$ cat src/rtl/conv3x3_frame_ctrl.sv
// conv3x3_frame_ctrl
//   Frame sequencer for the 3x3 streaming convolution engine. For each frame it
//   clears the engine, loads the 9 kernel weights, streams W*H raster pixels from
//   a 1-cycle-latency image RAM into the engine, counts (W-2)*(H-2) result beats
//   and then pulses done.
// Ports
//   clk, rst                    clock, synchronous active-high reset
//   start, img_width/height     frame request and geometry (sampled in IDLE)
//   cfg_valid, cfg_data         kernel weight beats, k00 first, k22 last
//   kernel_flat                 weights to engine, k00 in the LSBs
//   hold                        source pause: suppresses reads this cycle
//   rd_en, rd_addr, rd_data     image RAM read port
//   conv_rst                    engine reset
//   conv_in_valid/pixel         pixel stream into the engine
//   conv_out_valid              engine result beat
//   busy, done, err, out_count  status
module conv3x3_frame_ctrl #(
  parameter int DATA_W     = 8,
  parameter int ADDR_W     = 20,
  parameter int DIM_W      = 16,
  parameter int CLR_CYCLES = 2
) (
  input  logic                clk,
  input  logic                rst,
  input  logic                start,
  input  logic [DIM_W-1:0]    img_width,
  input  logic [DIM_W-1:0]    img_height,
  input  logic                cfg_valid,
  input  logic [DATA_W-1:0]   cfg_data,
  output logic [9*DATA_W-1:0] kernel_flat,
  input  logic                hold,
  output logic                rd_en,
  output logic [ADDR_W-1:0]   rd_addr,
  input  logic [DATA_W-1:0]   rd_data,
  output logic                conv_rst,
  output logic                conv_in_valid,
  output logic [DATA_W-1:0]   conv_in_pixel,
  input  logic                conv_out_valid,
  output logic                busy,
  output logic                done,
  output logic                err,
  output logic [2*DIM_W-1:0]  out_count
);

  localparam int CW = (CLR_CYCLES > 1) ? $clog2(CLR_CYCLES + 1) : 1;

  typedef enum logic [2:0] {IDLE, CLEAR, LOADK, STREAM, DRAIN, DONE} state_t;

  state_t             state;
  logic [DIM_W-1:0]   w_q, h_q;
  logic [3:0]         kidx;
  logic [CW-1:0]      clr_cnt;
  logic [2*DIM_W-1:0] total_px;
  logic [2*DIM_W-1:0] exp_cnt;
  logic               last_rd;

  // Products are formed at full 2*DIM_W width so no partial product is lost.
  assign total_px = (2*DIM_W)'(w_q) * (2*DIM_W)'(h_q);
  assign exp_cnt  = (2*DIM_W)'(w_q - DIM_W'(2)) * (2*DIM_W)'(h_q - DIM_W'(2));
  assign last_rd  = ((2*DIM_W)'(rd_addr) + (2*DIM_W)'(1)) == total_px;

  // hold must gate the read in the same cycle, so the strobe is decoded
  // straight from the registered state rather than registered itself.
  assign rd_en         = (state == STREAM) && !hold;
  assign conv_in_pixel = rd_data;

  always_ff @(posedge clk) begin
    if (rst) begin
      state         <= IDLE;
      w_q           <= '0;
      h_q           <= '0;
      kidx          <= '0;
      clr_cnt       <= '0;
      kernel_flat   <= '0;
      rd_addr       <= '0;
      conv_rst      <= 1'b1;
      conv_in_valid <= 1'b0;
      busy          <= 1'b0;
      done          <= 1'b0;
      err           <= 1'b0;
      out_count     <= '0;
    end else begin
      done          <= 1'b0;
      err           <= 1'b0;
      conv_in_valid <= rd_en;   // RAM data lands one cycle after the strobe

      case (state)
        IDLE: begin
          conv_rst <= 1'b0;
          if (start) begin
            if (img_width >= DIM_W'(3) && img_height >= DIM_W'(3)) begin
              w_q       <= img_width;
              h_q       <= img_height;
              out_count <= '0;
              rd_addr   <= '0;
              kidx      <= '0;
              clr_cnt   <= '0;
              conv_rst  <= 1'b1;
              busy      <= 1'b1;
              state     <= CLEAR;
            end else begin
              err <= 1'b1;
            end
          end
        end

        CLEAR: begin
          if (clr_cnt == CW'(CLR_CYCLES - 1)) begin
            conv_rst <= 1'b0;
            state    <= LOADK;
          end else begin
            clr_cnt <= clr_cnt + CW'(1);
          end
        end

        LOADK: begin
          if (cfg_valid) begin
            kernel_flat[int'(kidx)*DATA_W +: DATA_W] <= cfg_data;
            if (kidx == 4'd8) begin
              kidx  <= '0;
              state <= STREAM;
            end else begin
              kidx <= kidx + 4'd1;
            end
          end
        end

        STREAM: begin
          if (rd_en) begin
            rd_addr <= rd_addr + ADDR_W'(1);
            if (last_rd) state <= DRAIN;
          end
        end

        DRAIN: begin
          if (out_count == exp_cnt) begin
            done  <= 1'b1;
            state <= DONE;
          end
        end

        DONE: begin
          busy  <= 1'b0;
          state <= IDLE;
        end

        default: begin
          busy  <= 1'b0;
          state <= IDLE;
        end
      endcase

      // Result beats outside the streaming window belong to no frame.
      if ((state == STREAM || state == DRAIN) && conv_out_valid)
        out_count <= out_count + (2*DIM_W)'(1);
    end
  end

endmodule
$ cat config.mk
export PLATFORM = sky130hd
export DESIGN_NAME = conv3x3_frame_ctrl
export DESIGN_NICKNAME = d
export VERILOG_FILES = /design/src/rtl/conv3x3_frame_ctrl.sv
export SDC_FILE = /design/constraint.sdc
export NUM_CORES = 2
export LEC_CHECK = 0
export CORE_ASPECT_RATIO = 0.5
export CORE_MARGIN = 4
export CORE_UTILIZATION = 34
export CTS_CLUSTER_DIAMETER = 40
export DETAILED_ROUTE_END_ITERATION = 7
export DONT_BUFFER_PORTS = 1
export PLACE_DENSITY = 0.58
export SKIP_LAST_GASP = 1
export SLEW_MARGIN = 20
export SYNTH_ARGS = -nofsm -noshare
export SYNTH_HDL_FRONTEND = slang
export SYNTH_SLANG_ARGS = --single-unit
$ cat constraint.sdc
create_clock -name clk -period 9.85 [get_ports clk]
set_input_delay 2.4625 -clock clk [delete_from_list [all_inputs] [get_ports clk]]
set_output_delay 2.4625 -clock clk [all_outputs]
set_load 0.02 [all_outputs]
==> results.json <==
{
  "synth_top_family_by_area": "adder cells",
  "path_buf_inv": 3,
  "crit_fanout": 18,
  "io_pins": 192,
  "slew_violations": 0,
  "ys.warnings.count": 0,
  "fillers": 8452,
  "final_nets": 4085,
  "rsz0062_at_grt": "false",
  "viasPerCell": 5.24,
  "synth_cell_types": 75,
  "rows": 74,
  "wl_per_cell_um": 19.9,
  "drtPass1Iterations": 6,
  "syn_nets": 4162,
  "synth_compound_area_frac": 0.0900,
  "ys_seq_area_frac": 0.119,
  "syn-cell-area_um2": 28600,
  "final_core_util": 0.369,
  "core_um2": 82500,
  "drcViolationCount": 0,
  "cts-htree-levels": 4,
  "num_vias": 23463,
  "dp_hpwl_mm": 72.3,
  "critPathKind": "flip-flop to flip-flop",
  "synthXorXnorAreaFrac": 0.0496,
  "tns_ns": 0,
  "worst_ep_arrival_time_ns": 9.79,
  "grt_pass1_vias": 24177,
  "cts_tree": "done",
  "dieArea_um2": 89000,
  "cp.required_ns": 10.24,
  "synthMuxAreaShare": 0.00569,
  "critPathLaunchType": "flip-flop",
  "grt-ovfl-total": 0,
  "die_w_um": 418,
  "slowest_stage": "xnor2_1",
  "drive_gt1_frac": 0.0418,
  "maxCapViolations": 0,
  "finalCritPeriodShare": 0.954,
  "numCtsBuffers": 17,
  "cts.clk_slew.worst_paths_ns": 0.07,
  "synthCells": 3437,
  "syn2layout_area_growth_pct": 6.47,
  "hold_class": "flip-flop to flip-flop",
  "grt_start_max_net_pins": 165,
  "clock_sinks": 170,
  "syn_area_per_cell_um2": 8.31,
  "max_freq_mhz": 106,
  "synthArstFlopShare": 0,
  "fin_skew_ns": 0.0134,
  "synthAdderAreaFrac": 0.419,
  "worst_slew_margin_rel": 0.215,
  "first_iter_violations": 1697,
  "synth_simple_gate_area_frac": 0.223,
  "grt_pass1_wl_mm": 142,
  "num_antenna_cells": 0,
  "track_usage": 0.205,
  "cp_top_family": "adder cells",
  "final_antenna_net_count": 0,
  "regArea_um2": 3400,
  "antenna_found_initial": 2,
  "clockRootBuffer": "clkbuf_16",
  "hold_violations": 0,
  "multi_input_area_um2": 22500,
  "final.min_clock_period_ns": 9.40,
  "ctsHoldBuffers": 0,
  "ys.flop_type": "dfxtp_1",
  "status": "finished, final reports clean",
  "critical-path-max-stage-delay_ns": 0.80,
  "ctsLongestPathBuffers": 2,
  "synth_edf_count": 0,
  "tightestPinTransition_ns": 1.18,
  "crit_top_cell": "fa_1",
  "die_h_um": 213,
  "io_buffers": 0,
  "globalplace.congestion": 0.953,
  "clk_latency_ns": 0.49,
  "start_util": 0.346,
  "setup_violations": 0,
  "ys_ff_latch": 170,
  "endpoint_kind": "flip-flop",
  "wirelength_mm": 89.1
}
-- flip-flops by register name, indices dropped and copies added (netlist names) --
signal         count
kernel_flat       72
out_count         32
rd_addr           20
h_q               16
w_q               16
kidx               4
state              3
clr_cnt            2
busy               1
conv_in_valid      1
conv_rst           1
done               1
err                1
-- cells in the mapped netlist (9+ instances only) --
cell type,instances,area (um^2)
or3_1,18,113
dfxtp_1,170,3400
xnor2_1,106,928
nand2b_1,21,131
a21o_1,22,165
nor2b_1,17,106
nand3b_1,9,67.6
a31oi_1,14,87.6
nand3_1,89,445
nand4_1,26,163
and4_1,10,87.6
o211ai_1,14,105
o21ai_0,57,285
nor4_1,26,163
mux2_2,10,113
xor2_1,54,473
nor2_1,337,1260
o21a_1,15,113
nand2_1,358,1340
and2_1,287,1800
ha_1,195,2440
and3_1,22,138
nor3_1,37,185
fa_1,476,9530
inv_1,531,1990
clkbuf_1,152,571
or2_2,11,68.8
a21oi_1,185,926
a211oi_1,20,150
-- worst paths after layout --
check / end / from / slack [ns] / depth (start not counted)
worst max-delay path: state[0] / w_q[1] / 0.45 / 25
worst min-delay path: clr_cnt[0] / clr_cnt[0] / 0.50 / 2
worst max register to register: state[0] / w_q[1] / 0.45 / 25
worst min register to register: clr_cnt[0] / clr_cnt[0] / 0.50 / 2
-- timing repair --
action,4_1_cts,5_1_grt
setup buffers,0,0
setup endpoints to repair,0,1
resized for setup,0,1
-- routing by layer --
layer	part of all wire	routed length [um]	vias up	global-route usage
li1	-	-	10690	-
met1	0.45	39900	11869	0.284
met2	0.45	40400	802	0.328
met3	0.079	7000	100	0.0429
met4	0.020	1810	2	0.0495
met5	0.000079	7	-	0
-- through the flow --
stage / std cells / setup slack, ns / hold WS, ns / cell area, um^2
after floorplan: 3437 / 1.49 / 0.456 / 28600
after global placement: 4443 / 0.783 / 0.458 / 29900
after detailed placement: 4443 / 0.580 / 0.484 / 29900
after CTS: 4475 / 0.555 / 0.494 / 30400
after global routing: 4475 / 0.0139 / 0.536 / 30400
final: 4475 / 0.452 / 0.501 / 30400
-- logic make-up after synthesis --
| group | after synthesis |
|---|---|
| buffers and inverters | 701 |
| muxes | 15 |
| adders and majority gates | 671 |
| xor gates and xnor gates | 161 |
| AOI/OAI and AO/OA | 415 |
| and+or+nand+nor | 1304 |
| DFF | 170 |
-- tightest hold or removal path: stages (launching register included) --
cell and delay [ns]:
dfxtp_1 0.33, nand3_1 0.07, a21oi_1 0.06
-- cell usage in the layout (no fill, tap or decap), types with 14 or more instances in the layout --
cell type and count:
clkbuf_16 17, o21a_1 15, nor2b_1 17, buf_4 73
nor2_1 337, ha_1 195, nand3_1 89, o211ai_1 14
nand2b_1 21, o21ai_0 57, nor3_1 37, and2_1 287
nand2_1 358, xor2_1 54, xnor2_1 105, a31oi_1 14
a211oi_1 20, nand4_1 26, dfxtp_1 170, a21o_1 22
nor4_1 25, or3_1 18, and3_1 22, inv_1 531
fa_1 476, a21oi_1 185
-- layout make-up --
| type | count | share of cell area |
|---|---|---|
| multi-input cells | 2566 | 0.740 |
| clock inverters | 13 | 0.00415 |
| repair buffers | 73 | 0.0180 |
| flip-flops and latches | 170 | 0.112 |
| clock buffers | 19 | 0.0146 |
| inverters | 532 | 0.0656 |
| well taps | 1102 | 0.0453 |
Power is left out: the tool's default activity adds up to more than one toggle a clock period on the data nets, which glitch-free logic cannot reach.
